<file path="src/rtl/spi_cfg_pkg.sv">
// Shared widths, default timing and FSM state encoding for the SPI configuration master.
package spi_cfg_pkg;
  localparam int FRAME_W   = 64;
  localparam int ADDR_W    = 32;
  localparam int DATA_W    = 32;
  localparam int BIT_CNT_W = 6;
  localparam int TMR_W     = 16;

  localparam int DEF_CLK_DIV  = 4;
  localparam int DEF_CS_SETUP = 2;
  localparam int DEF_CS_HOLD  = 2;
  localparam int DEF_CS_GAP   = 4;

  typedef enum logic [2:0] {
    IDLE  = 3'd0,
    SETUP = 3'd1,
    SHIFT = 3'd2,
    HOLD  = 3'd3,
    GAP   = 3'd4
  } spi_state_e;
endpackage

</file>
<file path="src/rtl/spi_sclk_gen.sv">
// SCLK half-period divider: emits rise/fall strobes one clk ahead of the spi_sclk level change.
module spi_sclk_gen
  import spi_cfg_pkg::*;
#(
  parameter int CLK_DIV = DEF_CLK_DIV
) (
  input  logic clk,
  input  logic rst_n,
  input  logic en,
  output logic sclk,
  output logic rise,
  output logic fall
);
  localparam int DIV_W = (CLK_DIV > 1) ? $clog2(CLK_DIV) : 1;

  logic [DIV_W-1:0] div_reg;
  logic             sclk_reg;
  logic             wrap;

  assign wrap = en && (div_reg == DIV_W'(CLK_DIV - 1));

  // Disabled generator parks low so every frame starts with a full low phase.
  always_ff @(posedge clk or negedge rst_n) begin
    if (!rst_n) begin
      div_reg  <= '0;
      sclk_reg <= 1'b0;
    end else if (!en) begin
      div_reg  <= '0;
      sclk_reg <= 1'b0;
    end else if (wrap) begin
      div_reg  <= '0;
      sclk_reg <= ~sclk_reg;
    end else begin
      div_reg  <= div_reg + 1'b1;
    end
  end

  assign rise = wrap && !sclk_reg;
  assign fall = wrap && sclk_reg;
  assign sclk = sclk_reg;
endmodule

</file>
<file path="src/rtl/spi_cfg_master.sv">
// Write-only SPI mode-0 frame master (64-bit address+data frames).
// Define SPI_RDBACK_EN to add MISO capture with rd_valid/rd_data outputs.
module spi_cfg_master
  import spi_cfg_pkg::*;
#(
  parameter int CLK_DIV  = DEF_CLK_DIV,
  parameter int CS_SETUP = DEF_CS_SETUP,
  parameter int CS_HOLD  = DEF_CS_HOLD,
  parameter int CS_GAP   = DEF_CS_GAP
) (
  input  logic               clk,
  input  logic               rst_n,
  input  logic               tx_valid,
  input  logic [FRAME_W-1:0] tx_data,
  output logic               tx_ready,
  output logic               spi_cs_n,
  output logic               spi_sclk,
  output logic               spi_mosi,
  input  logic               spi_miso,
  output logic               busy,
  output logic               done
`ifdef SPI_RDBACK_EN
  ,
  output logic               rd_valid,
  output logic [FRAME_W-1:0] rd_data
`endif
);
  spi_state_e           state_reg, state_next;
  logic [TMR_W-1:0]     tmr_reg;
  logic [BIT_CNT_W-1:0] bit_reg;
  logic [FRAME_W-1:0]   shift_reg;
  logic                 tx_ready_reg, done_reg;
  logic                 accept, frame_end, frame_active;
  logic                 sclk_en, sclk_rise, sclk_fall;

  assign accept    = tx_valid && tx_ready_reg && (state_reg == IDLE);
  assign frame_end = (state_reg == HOLD) && (state_next == GAP);

  spi_sclk_gen #(.CLK_DIV(CLK_DIV)) u_sclk_gen (
    .clk  (clk),
    .rst_n(rst_n),
    .en   (sclk_en),
    .sclk (spi_sclk),
    .rise (sclk_rise),
    .fall (sclk_fall)
  );

  always_ff @(posedge clk or negedge rst_n) begin
    if (!rst_n) state_reg <= IDLE;
    else        state_reg <= state_next;
  end

  always_comb begin
    state_next = state_reg;
    unique case (state_reg)
      IDLE:    if (accept) state_next = SETUP;
      SETUP:   if (tmr_reg == TMR_W'(CS_SETUP - 1)) state_next = SHIFT;
      SHIFT:   if (sclk_fall && (bit_reg == '1)) state_next = HOLD;
      HOLD:    if (tmr_reg == TMR_W'(CS_HOLD - 1)) state_next = GAP;
      GAP:     if (tmr_reg == TMR_W'(CS_GAP - 1)) state_next = IDLE;
      default: state_next = IDLE;
    endcase
  end

  always_comb begin
    frame_active = (state_reg == SETUP) || (state_reg == SHIFT) || (state_reg == HOLD);
    busy         = (state_reg != IDLE);
    spi_cs_n     = !frame_active;
    spi_mosi     = frame_active && shift_reg[FRAME_W-1];
    sclk_en      = (state_reg == SHIFT);
  end

  // tx_ready is registered so it first rises on the clock edge after reset release.
  always_ff @(posedge clk or negedge rst_n) begin
    if (!rst_n) begin
      tx_ready_reg <= 1'b0;
      done_reg     <= 1'b0;
      tmr_reg      <= '0;
      bit_reg      <= '0;
      shift_reg    <= '0;
    end else begin
      tx_ready_reg <= (state_next == IDLE);
      done_reg     <= frame_end;
      if ((state_next != state_reg) || (state_reg == IDLE)) tmr_reg <= '0;
      else                                                  tmr_reg <= tmr_reg + 1'b1;
      if (accept) begin
        shift_reg <= tx_data;
        bit_reg   <= '0;
      end else if (sclk_fall) begin
        shift_reg <= {shift_reg[FRAME_W-2:0], 1'b0};
        bit_reg   <= bit_reg + 1'b1;
      end
    end
  end

  assign tx_ready = tx_ready_reg;
  assign done     = done_reg;

`ifdef SPI_RDBACK_EN
  logic [FRAME_W-1:0] cap_reg, rd_data_reg;
  logic               rd_valid_reg;

  // MISO is captured on the same clk edge that raises SCLK.
  always_ff @(posedge clk or negedge rst_n) begin
    if (!rst_n) begin
      cap_reg      <= '0;
      rd_data_reg  <= '0;
      rd_valid_reg <= 1'b0;
    end else begin
      if (sclk_rise) cap_reg <= {cap_reg[FRAME_W-2:0], spi_miso};
      rd_valid_reg <= frame_end;
      if (frame_end) rd_data_reg <= cap_reg;
    end
  end

  assign rd_valid = rd_valid_reg;
  assign rd_data  = rd_data_reg;
`else
  logic unused_miso;
  assign unused_miso = spi_miso;
`endif
endmodule

</file>
<file path="config.mk">
export PLATFORM = sky130hd
export DESIGN_NAME = spi_cfg_master
export DESIGN_NICKNAME = d
export VERILOG_FILES = /design/src/rtl/spi_cfg_pkg.sv /design/src/rtl/spi_sclk_gen.sv /design/src/rtl/spi_cfg_master.sv
export SDC_FILE = /design/constraint.sdc
export NUM_CORES = 1
export LEC_CHECK = 0
export BUFFER_PORTS_ARGS = -buffer_cell sky130_fd_sc_hd__buf_4
export CORE_UTILIZATION = 50
export DETAILED_ROUTE_END_ITERATION = 12
export GPL_TIMING_DRIVEN = 0
export PLACE_DENSITY = 0.7
export SYNTH_ARGS = -nofsm -noshare
export SYNTH_HDL_FRONTEND = slang
export SYNTH_SLANG_ARGS = --single-unit
</file>
<file path="constraint.sdc">
create_clock -name clk -period 2.21 [get_ports clk]
set_input_delay 0.442 -clock clk [delete_from_list [all_inputs] [get_ports clk]]
set_output_delay 0.442 -clock clk [all_outputs]
set_load 0.005 [all_outputs]
</file>
Word level (Yosys, flattened, before mapping)
Index checks and enable logic that the tools add are counted.
Storage, ports and cells
  bits in latches: 0
  logic and storage cells: 53
  register bits after elaboration: 94
  input port bits: 68
  memory bits (writable): 0
  memory bits (read-only): 0
  memories kept: 0
Operators by class
  divide/modulo/power cells: 0
  eq/ne operators: 11
  $add $sub $neg: 3
  bitwise gates (word level): 1
  order comparisons: 0
  shifts and indexed selects: 0
  multipliers: 0
  muxes and demuxes: 15
  reduce and logical (&&, ||, !) cells: 15
Operators with widths (number)
  $mux W64: 2
  $add A16 B1 Y16 const B: 1
  $eq A16 B1 Y1 const B: 1
  $eq A16 B2 Y1 const B: 1
  $mux W16: 1
  $mux W3: 5
  $pmux W3 S5: 1
  $mux W6: 2
  $logic_and A1 B1 Y1: 7
  $add A6 B1 Y6 const B: 1
  $eq A3 B2 Y1 const B: 2
  $eq A3 B3 Y1 const B: 2
  $eq A6 B6 Y1 const B: 1
  $logic_not A3 Y1: 2
  $mux W2: 2
  $eq A3 B1 Y1 const B: 1
  $logic_or A1 B1 Y1: 3
  $ne A3 B3 Y1: 1
  $reduce_bool A3 Y1: 1
  $add A2 B1 Y2 const B: 1
  $eq A2 B2 Y1 const B: 1
  $mux W1: 2
  $ne A2 B2 Y1 const B: 1
  $reduce_bool A2 Y1: 1
  other kinds (2): 2

Logic depth before layout (Yosys ltp)
  depth after elaboration: 9
  mapped depth: 7
  mapped depth without buffers: 6

Cells and area by module
Synthesis repeated with hierarchy kept, for this count alone.
Second synthesis, totals
  cells, all modules: 422
  area, all modules: 4365.4 um^2
Modules (own cells, without submodules)
  spi_cfg_master: instances 1, area an instance 4230.3 um^2, cells an instance 411
  spi_sclk_gen: instances 1, area an instance 135.1 um^2, cells an instance 11

Worst setup path before layout
OpenSTA, ideal clock, no wires.
  kind: register to register
  from: register tmr_reg[0]
  to: register tmr_reg[10]
  data arrival time: 1.641 ns
  path slack: 0.447 ns
  cell stages (with the launch flop): 7
  setup time: 0.122 ns
  path through: dfrtp_1 > ha_1 > nor3b_1 > nand4_1 > a21boi_2 > clkbuf_4 > nor3_2
On the way
  cells in the longest elaborated chain, start to end: 6
  elaborated cells between the ends (all ways): 10
Ends and longest elaborated chain
  start: declaration: RTL line spi_cfg_master.sv:29  | logic [TMR_W-1:0] tmr_reg;
  start signal: assignment: RTL line spi_cfg_master.sv:85  | else tmr_reg <= tmr_reg + 1'b1;
  $eq A16 B2 Y1 or $eq A16 B1 Y1 (tied branches): RTL line spi_cfg_master.sv:60, spi_cfg_master.sv:57, spi_cfg_master.sv:59
  $mux W3, on equally long branches: RTL line spi_cfg_master.sv:60, spi_cfg_master.sv:57, spi_cfg_master.sv:59
  $pmux W3 S5: RTL line spi_cfg_master.sv:55  | unique case (state_reg)
  $ne A3 B3 Y1: RTL line spi_cfg_master.sv:84  | if ((state_next != state_reg) || (state_reg == IDLE)) tmr_reg <= '0;
  $logic_or A1 B1 Y1: RTL line spi_cfg_master.sv:84
  $mux W16 (*): RTL line spi_cfg_master.sv:84
Mark *: on every way between the ends. The rest lies on a longest branch, timed or not.
A chain may end at the register's enable or synchronous reset.

Final worst setup path
  from: register tmr_reg[0]
  to: register tmr_reg[8]
The elaborated chain is that of the path after synthesis.

==> flow_summary_export.csv <==
group,metric,value,unit
run_status,status,"finished, final reports clean",
clocking,clk_path_buf_depth,2,
clocking,h-tree-depth,3,
die,coreArea,0.00838,mm2
synthesis,netlist_area,0.00440,mm2
synthesis,synthMuxAreaShare,0.228,%
die,die_h,95.8,um
clocking,cts_made_buffers,9,
drt,first_pass_iters,4,
timing,skew,0.0146,ns
worst_setup_path,slowest_stage,"dfrtp_1",
worst_setup_path,rr_startpoint,"tmr_reg[0]$_DFF_PN0_",
timing,maxSlewViolCount,0,
clocking,path_clk_slew,0.09,ns
worst_setup_path,worst-path-buf-inv,1,
die,initial_core_util,52.5,%
die,rows,33,
worst_setup_path,crit_family,"flip-flops",
clocking,worstSkewPairLatency,0.35,ns
synthesis,synth-xor-area-share,3.98,%
drt,vias_per_cell,5.65,
finish,mostFrequentLayoutCell,"dfrtp_1",
synthesis,yosysWarningCount,0,
pwr,irDropWorstVdd,0.654,mV
worst_setup_path,critical_path.max_stage_delay,0.52,ns
synthesis,synth_flop_cell,"dfrtp_1",
finish,nets,522,
timing,tightest_slew,1.17,ns
synthesis,synth_compound_area_share,24.9,%
synthesis,synthCells,363,
finish,area_growth_syn_to_layout,21.0,%
die,io_pins,74,
finish,largest_reg_flops,64,
drt,wire_per_inst,15.8,um
finish,final_area,0.00532,mm2
placement,dp_hpwl,6020,um
synthesis,synthAdderAreaFrac,1.14,%
worst_setup_path,cp.arrival,2.30,ns
placement,place_congestion,0.796,
synthesis,yosys.area_share.simple,11.6,%
drt,ant_nets,0,
timing,setup_slack,0.140,ns
timing,timing.final.crit_period,2.07,ns
finish,layout.cells.most_common_list,"dfrtp_1, buf_4, a22o_1, a21o_1, xnor2_1",
placement,dp_slack,0.0358,ns
synthesis,synth_top_family_by_area,"compound AO/OA/AOI/OAI gates",
synthesis,ys_ff_latch,94,
worst_hold_path,hold_path_class,"in2async",
pwr,power.density,1080,mW/mm2
global_route,antenna_found_initial,0,
clocking,cts_hold_buffers,0,
timing,period_share,93.7,%
global_route,grt_first_pass_wirelength,14200,um
placement,port_buffers,72,
global_route,grt_max_degree,95,
worst_setup_path,path_max_fanout,10,
worst_setup_path,setup.worst_path.class,"reg2reg",
worst_setup_path,required,2.44,ns
global_route,grt_overflow,0,
timing,fmax,0.483,GHz
synthesis,avgSynthCellArea,12.1,um2
drt,wirelength,8880,um
worst_setup_path,path_cells,"ha_1, nor3b_1, nand4_1, a21boi_4, clkbuf_4, nor3_2",
finish,final_layout_size_suffix_gt1_share,29.9,%
clocking,cts-root-buf,"clkbuf_8",
clocking,cts_num_sinks,94,
placement,place_area,0.00507,mm2
timing,finalHoldViolations,0,
drt,vias,3165,
synthesis,synth-edff-count,0,
worst_setup_path,endpoint_kind,"flip-flop",
drt,first_iter_violations,186,
die,die_width,95.8,um
clocking,cts_tree,"done",
pwr,p_leak,2.79,nW
global_route,grt_use_total,20.1,%
synthesis,syn-num-nets,435,
worst_setup_path,r2r_slack,0.14,ns
timing,setup_viol,0,
worst_setup_path,worstRegToRegCells,6,
drt,remaining_drc_errors,0,
finish,diodes,0,
synthesis,async_flop_share,100,%
synthesis,ys_seq_area_share,53.5,%
die,dieArea,0.00918,mm2
worst_setup_path,rr_endpoint,"tmr_reg[8]$_DFF_PN0_",
synthesis,ys_types,42,
worst_setup_path,crit_path_start_kind,"flip-flop",
pwr,power,5.75,mW
timing,slew_headroom,22.2,%
run,maxCapViolCount,0,
global_route,grt_pass1_vias,2945,
==> how the worst max path moves through the flow <==
stage / startpoint / end / slack [ns] / depth (start not counted)
6_report: tmr_reg[0]$_DFF_PN0_ / tmr_reg[8]$_DFF_PN0_ / 0.14 / 6
4_1_cts: tmr_reg[0]$_DFF_PN0_ / tmr_reg[8]$_DFF_PN0_ / 0.02 / 6
5_1_grt: tmr_reg[0]$_DFF_PN0_ / tmr_reg[10]$_DFF_PN0_ / -0.003 / 6
3_3_place_gp: tmr_reg[0]$_DFF_PN0_ / tmr_reg[11]$_DFF_PN0_ / 0.05 / 6
2_1_floorplan: tmr_reg[0]$_DFF_PN0_ / tmr_reg[10]$_DFF_PN0_ / 0.45 / 6
3_5_place_dp: tmr_reg[12]$_DFF_PN0_ / tmr_reg[11]$_DFF_PN0_ / 0.04 / 5
==> final cells by class <==
| type | count | area, um2 |
|---|---|---|
| fill | 723 | 3060 |
| sequential | 94 | 2350 |
| multi-input combinational | 239 | 1860 |
| timing repair buffer | 76 | 571 |
| buffer | 24 | 183 |
| clock buffer | 11 | 151 |
| tap | 105 | 131 |
| clock inverter | 5 | 56.3 |
| inverter | 6 | 22.5 |
==> metrics by stage <==
step | hold WS [ns] | utilization [%] | setup TNS [ns] | instances
6_report | 0.297 | 63.5 | 0 | 560
5_1_grt | 0.318 | 63.5 | -0.00609 | 560
4_1_cts | 0.291 | 63.0 | 0 | 556
3_5_place_dp | 0.456 | 60.5 | 0 | 540
3_3_place_gp | 0.430 | 60.5 | 0 | 540
2_1_floorplan | 0.146 | - | 0 | 363
==> cell families after synthesis <==
| logic type | Yosys count |
|---|---|
| compound gates | 134 |
| flops | 94 |
| simple gates | 80 |
| buf+inv | 30 |
| xor+xnor | 20 |
| fa+ha+maj | 4 |
| mux | 1 |
==> repair_timing <==
action	in CTS	in global routing
gates resized for setup	0	2
setup endpoints to repair	0	10
buffers inserted	0	4
==> cell usage after synthesis (all sizes together), types with 2 or more instances <==
library cell	number	area [um2]
nor3	22	160
nor4	10	90.1
and4	2	17.5
a22o	63	552
nor2	15	66.3
nand4	6	37.5
buf	23	175
nand3	8	40.0
xor2	4	35.0
and2	2	12.5
dfrtp	94	2350
nor3b	2	15.0
ha	4	50.1
o21ai	2	10.0
inv	6	22.5
xnor2	16	140
nand2	7	26.3
a21o	62	465
==> power breakdown <==
| group | internal, mW | switching, mW | leakage, nW |
|---|---|---|---|
| clock network | 0.585 | 0.585 | 0.106 |
| logic | 1.02 | 0.859 | 1.47 |
| registers | 2.32 | 0.369 | 1.21 |
==> routing by layer <==
metal | track usage (%) | share of wire, % | up-vias
li1 | - | - | 1524
met1 | 29.4 | 49 | 1568
met2 | 30.4 | 46 | 65
met3 | 3.08 | 4.4 | 8
met4 | 6.84 | 1.1 | 0
met5 | 0 | 0 | -
Power figures use the tool's default switching activity.
